File: config.mk
export PLATFORM = sky130hd
export DESIGN_NAME = watch_alarm
export DESIGN_NICKNAME = d
export VERILOG_FILES = /design/src/rtl/watch_pkg.sv /design/src/rtl/tick_counter.sv /design/src/rtl/watch_alarm.sv
export SDC_FILE = /design/constraint.sdc
export NUM_CORES = 1
export LEC_CHECK = 0
export CORE_MARGIN = 5
export CORE_UTILIZATION = 46
export CTS_BUF_LIST = sky130_fd_sc_hd__clkbuf_16
export DETAILED_ROUTE_END_ITERATION = 6
export GPL_TIMING_DRIVEN = 0
export PLACE_DENSITY_LB_ADDON = 0.2
export SKIP_CTS_REPAIR_TIMING = 1
export SYNTH_ARGS = -nofsm -noshare
export SYNTH_HDL_FRONTEND = slang
export SYNTH_HIERARCHICAL = 1
export SYNTH_SLANG_ARGS = --single-unit
File: constraint.sdc
create_clock -name clk -period 2 [get_ports clk]
set_input_delay 0.3 -clock clk [delete_from_list [all_inputs] [get_ports clk]]
set_output_delay 0.3 -clock clk [all_outputs]
set_load 0.05 [all_outputs]
File: src/rtl/watch_pkg.sv
// Shared types and widths for the watch alarm stage.
package watch_pkg;

    // Widths of the hour (mod 24) and minute/second (mod 60) fields
    localparam int unsigned HOUR_W = $clog2(24);
    localparam int unsigned MIN_W  = $clog2(60);

    // Alarm FSM state encoding
    typedef enum logic [1:0] {
        StIdle    = 2'd0,
        StRinging = 2'd1,
        StSnooze  = 2'd2
    } alarm_state_e;

endpackage

File: src/rtl/tick_counter.sv
// Modulo-N counter with enable, synchronous clear and a wrap pulse.
module tick_counter #(
    parameter int unsigned N = 60
) (
    input  logic                 clk,
    input  logic                 reset,
    input  logic                 en,
    input  logic                 clr,
    output logic [$clog2(N)-1:0] count,
    output logic                 wrap
);

    localparam int unsigned W = $clog2(N);
    localparam logic [W-1:0] Last = W'(N - 1);

    logic [W-1:0] count_q, count_d;

    // wrap flags the enabled step that takes the count from N-1 back to 0
    assign wrap  = en && (count_q == Last);
    assign count = count_q;

    // Next count: clear wins over counting
    always_comb begin
        count_d = count_q;
        if (clr) begin
            count_d = '0;
        end else if (wrap) begin
            count_d = '0;
        end else if (en) begin
            count_d = count_q + 1'b1;
        end
    end

    // Count register
    always_ff @(posedge clk or negedge reset) begin
        if (!reset) begin
            count_q <= '0;
        end else begin
            count_q <= count_d;
        end
    end

endmodule

File: src/rtl/watch_alarm.sv
// Alarm stage: stored alarm time, match edge detect, RINGING/SNOOZE FSM and beep gating.
module watch_alarm
    import watch_pkg::*;
#(
    parameter int unsigned BIT_100HZ  = 100,
    parameter int unsigned SECOND_60  = 60,
    parameter int unsigned HOUR       = 24,
    parameter int unsigned RING_SEC   = 60,
    parameter int unsigned SNOOZE_SEC = 300,
    parameter int unsigned BEEP_ON    = 50,
    parameter int unsigned ALARM_H0   = 7,
    parameter int unsigned ALARM_M0   = 0
) (
    input  logic              clk,
    input  logic              reset,
    input  logic [HOUR_W-1:0] hour,
    input  logic [MIN_W-1:0]  min,
    input  logic [MIN_W-1:0]  sec,
    input  logic              tick_1s,
    input  logic              tick_100hz,
    input  logic              alarm_en,
    input  logic              set_mode,
    input  logic              btn_hour,
    input  logic              btn_min,
    input  logic              btn_stop,
    input  logic              btn_snooze,
    output logic [HOUR_W-1:0] alarm_hour,
    output logic [MIN_W-1:0]  alarm_min,
    output logic              ringing,
    output logic              snoozing,
    output logic              beep
);

    logic [HOUR_W-1:0] alarm_hour_q;
    logic [MIN_W-1:0]  alarm_min_q;
    logic              match, match_q, trigger;
    alarm_state_e      state_q, state_d;

    logic ring_wrap, snz_wrap;
    logic [$clog2(BIT_100HZ)-1:0]  beep_cnt;
    logic [$clog2(RING_SEC)-1:0]   unused_ring_cnt;
    logic [$clog2(SNOOZE_SEC)-1:0] unused_snz_cnt;
    logic                          unused_beep_wrap;

    // Alarm time registers; edits wrap independently (no minute-to-hour carry)
    always_ff @(posedge clk or negedge reset) begin
        if (!reset) begin
            alarm_hour_q <= HOUR_W'(ALARM_H0);
            alarm_min_q  <= MIN_W'(ALARM_M0);
        end else if (set_mode) begin
            if (btn_hour) begin
                alarm_hour_q <= (alarm_hour_q == HOUR_W'(HOUR - 1)) ? '0 : alarm_hour_q + 1'b1;
            end
            if (btn_min) begin
                alarm_min_q <= (alarm_min_q == MIN_W'(SECOND_60 - 1)) ? '0 : alarm_min_q + 1'b1;
            end
        end
    end

    // Compare against the registered alarm so a same-cycle edit does not affect the trigger
    assign match   = (hour == alarm_hour_q) && (min == alarm_min_q) && (sec == '0);
    assign trigger = match && !match_q && alarm_en && !set_mode;

    // Match history for rising-edge detection
    always_ff @(posedge clk or negedge reset) begin
        if (!reset) begin
            match_q <= 1'b0;
        end else begin
            match_q <= match;
        end
    end

    // Counters are held at zero outside their state, so entry always starts from zero
    tick_counter #(.N(RING_SEC)) u_ring_cnt (
        .clk   (clk),
        .reset (reset),
        .en    (state_q == StRinging && tick_1s),
        .clr   (state_q != StRinging),
        .count (unused_ring_cnt),
        .wrap  (ring_wrap)
    );

    tick_counter #(.N(SNOOZE_SEC)) u_snz_cnt (
        .clk   (clk),
        .reset (reset),
        .en    (state_q == StSnooze && tick_1s),
        .clr   (state_q != StSnooze),
        .count (unused_snz_cnt),
        .wrap  (snz_wrap)
    );

    tick_counter #(.N(BIT_100HZ)) u_beep_cnt (
        .clk   (clk),
        .reset (reset),
        .en    (state_q == StRinging && tick_100hz),
        .clr   (state_q != StRinging),
        .count (beep_cnt),
        .wrap  (unused_beep_wrap)
    );

    // FSM state register
    always_ff @(posedge clk or negedge reset) begin
        if (!reset) begin
            state_q <= StIdle;
        end else begin
            state_q <= state_d;
        end
    end

    // Next state: alarm_en low > stop > snooze > counter expiry
    always_comb begin
        state_d = state_q;
        if (!alarm_en) begin
            state_d = StIdle;
        end else begin
            case (state_q)
                StIdle: begin
                    if (trigger) state_d = StRinging;
                end
                StRinging: begin
                    if (btn_stop)        state_d = StIdle;
                    else if (btn_snooze) state_d = StSnooze;
                    else if (ring_wrap)  state_d = StIdle;
                end
                StSnooze: begin
                    if (btn_stop)      state_d = StIdle;
                    else if (snz_wrap) state_d = StRinging;
                end
                default: state_d = StIdle;
            endcase
        end
    end

    // Outputs decoded from registers only
    always_comb begin
        ringing    = (state_q == StRinging);
        snoozing   = (state_q == StSnooze);
        beep       = ringing && (32'(beep_cnt) < BEEP_ON);
        alarm_hour = alarm_hour_q;
        alarm_min  = alarm_min_q;
    end

endmodule
==> flow_results.org <==
** Status
- The flow ran to the end, and the final reports show no timing, DRC or antenna violations.

** Critical path
- The signal on the critical path passes through nand2b_4 -> buf_4 -> nor3_2 -> dlymetal6s2s_1.
- The number of cells on the worst reg-to-reg path is 9.
- Worst r2r dst :: state_q[0]
- WP data required :: 1.70 ns
- The worst register-to-register path begins at state_q[1].
- In this run the register-to-register setup slack is 0.10 ns.
- Critical Path AT :: 1.66 ns
- Crit path largest cell delay :: 0.46 ns
- The kind of cell with the highest combined delay along the critical path is buffers and inverters.
- STA classifies the critical path endpoint as an output port.
- Counting both buffers and inverters, the worst setup path holds a total of 2.
- The critical path crosses 4 cells after its start point.
- The largest individual stage delay along the critical path comes from the cell dfrtp_1.
- Setup crit start kind :: register
- Worst-path fanout max :: 5
- By startpoint and endpoint, the worst setup path is classified as register to output port.

** Clock tree
- TritonCTS clock tree :: built
- After clock tree synthesis, the clock-pin slew on the worst setup and hold paths is 0.06 ns.
- Number of clock buffers inserted by TritonCTS :: 5
- The longest clock path from root to sink contains 2 buffers.
- CTS sink cnt :: 36
- Clock latency on the worst-skew pair, taken at its later pin, is 0.28 ns.
- The clock tree synthesis step divided the H-tree into 2 levels.
- Clock Root Buffer :: clkbuf_16

** Power and ir drop
- Pwr Density :: 1000 nW/µm²
- P_leak :: 1.13 nW
- VDD sags by at most 0.766 mV.

** Timing
- For the finished layout, the period the worst path requires is 1.96 ns.
- Remaining max-slew budget at the tightest pin :: 48.0%
- In the finished design, the share of the clock period the worst path needs comes to 97.8%.
- The number of pins with negative max-slew slack in the final report is 0.
- For the pin with the worst max-slew slack, the measured transition is 0.779 ns.
- Timing-limited maximum frequency :: 0.511 GHz
- Setup violations remaining at the end of the flow were counted as 0.
- Clock skew on the completed layout was measured at 0.00425 ns.
- Number of hold-slack violations in the final timing report :: 0
- Across all setup checks in the final design, the least slack found is 0.0441 ns.

** Finish
- The number of antenna diodes in the final layout is 0.
- The library cell used most frequently in the layout, excluding fill and tap cells, is clkdlybuf4s50_1.
- Leaving out fill and tap cells, the most frequent cells in the layout are clkdlybuf4s50_1 (33), dfrtp_1 (32), nor2_1 (17).
- Compared with the post-synthesis result, the final layout area differs by 34.2%.
- Proportion of layout cells with a drive suffix above 1 :: 14.2%
- After filler insertion, the fill cell instance count of the layout stands at 366.
- Post-layout instance area :: 2770 µm²
- The final layout contains 291 nets.

** Synth
- The number of nets handed over by synthesis was 239.
- After synthesis, the mean cell area works out to 9.96 µm².
- For this run, the number of Yosys warnings is 6.
- Number of instances in the synthesized netlist :: 207
- After synthesis the cells add up to 2060 µm².

** Routing
- For this block, the via count after detailed routing is 1,770.
- Before antenna repair, the detailed router went through 4 iterations.
- In the routed design, unresolved DRC markers number 0.
- Antenna violation net count after detailed routing :: 0
- The final layout contains routed wiring with a total length of 4470 µm.
- For this block, the initial DRC count from the detailed router was 121.
- Via density per instance :: 5.67
- Dividing the detail-routed wire length by the instance count gives 14.3 µm.

** Die
- For this configuration, the core starts out at a cell density of 47.4%.
- The die covers 5920 µm².
- The floorplan step set the die width to 77.0 µm.
- In this run the vertical extent of the chip is 77.0 µm.
- Std-Cell Core Area :: 4350 µm²
- Total number of placement rows :: 24
- 41 I/O pins were placed.

** Placed design
- In this run the tool buffered the top-level ports with 40 buffer cells.
- DP HPWL :: 3140 µm
- GP Congestion :: 0.806
- Worst-case setup slack after placement :: -0.0911 ns
- Placed cell area :: 2540 µm²

** Global route
- The number of antenna violations at the first check in global routing is 0.
- Maximum number of pins on one net before global-route repair :: 37
- First-pass GRT wire length :: 7620 µm
- Overall track demand over capacity in global routing :: 15.6%
- Gr ovfl total :: 0
- The number of global-route vias before repair was 1,690.

** Job
- Max-cap violation count :: 0

** Hold path
- The tightest min-delay check is of the primary input to asynchronous set/reset pin type.
-- worst max path at each step --
stage | slack [ns] | startpoint | end
2_1_floorplan | -0.07 | state_q[0] | u_snz_cnt/count[7]
3_3_place_gp | -0.22 | reset | alarm_min[1]
3_5_place_dp | -0.09 | state_q[1] | beep
4_1_cts | -0.42 | state_q[1] | beep
5_1_grt | -0.05 | state_q[1] | state_q[0]
6_report | 0.04 | state_q[1] | beep
-- flip-flops by register name, summed over array words and instances (netlist names) --
name              cells
u_snz_cnt/count       9
u_beep_cnt/count      7
alarm_min             6
u_ring_cnt/count      6
alarm_hour            5
state_q               2
match_q               1
-- where the power goes --
group	switching (mW)	internal, mW
registers	0.174	0.845
clock network	0.276	0.580
logic	0.523	0.372
total	0.973	1.80
-- metal layers --
metal	routed length [µm]	GRT usage [%]	vias to the layer above
met5	0	0	-
met4	55	5.59	0
met3	316	5.27	7
met2	2000	22.6	51
met1	2090	21.6	832
li1	-	-	880
-- through the flow --
stage                     util, %  setup TNS [ns]  hold slack (ns)  std cells  power, mW
after CTS                    62.0           -1.22            0.139        307       2.81
after global placement       58.4           -7.39            0.534        299       1.93
after detailed placement     58.2          -0.157            0.434        299       1.94
final                        63.5               0            0.101        312       2.77
after global routing         63.5         -0.0467            0.193        312       2.92
after floorplan                 -         -0.0974          0.00441        207       1.60
-- final cells by class --
cell class                      count  area [µm²]  area share, %
Sequential cell                    36         906           32.7
Clock inverter                      3        38.8           1.40
Timing Repair Buffer               45         448           16.2
Inverter                            2        11.3          0.407
Tap cell                           52        65.1           2.35
Multi-Input combinational cell    166        1150           41.6
Clock buffer                        5         125           4.52
Buffer                              3        22.5          0.814
No activity file was read; power rests on OpenSTA's default activity.
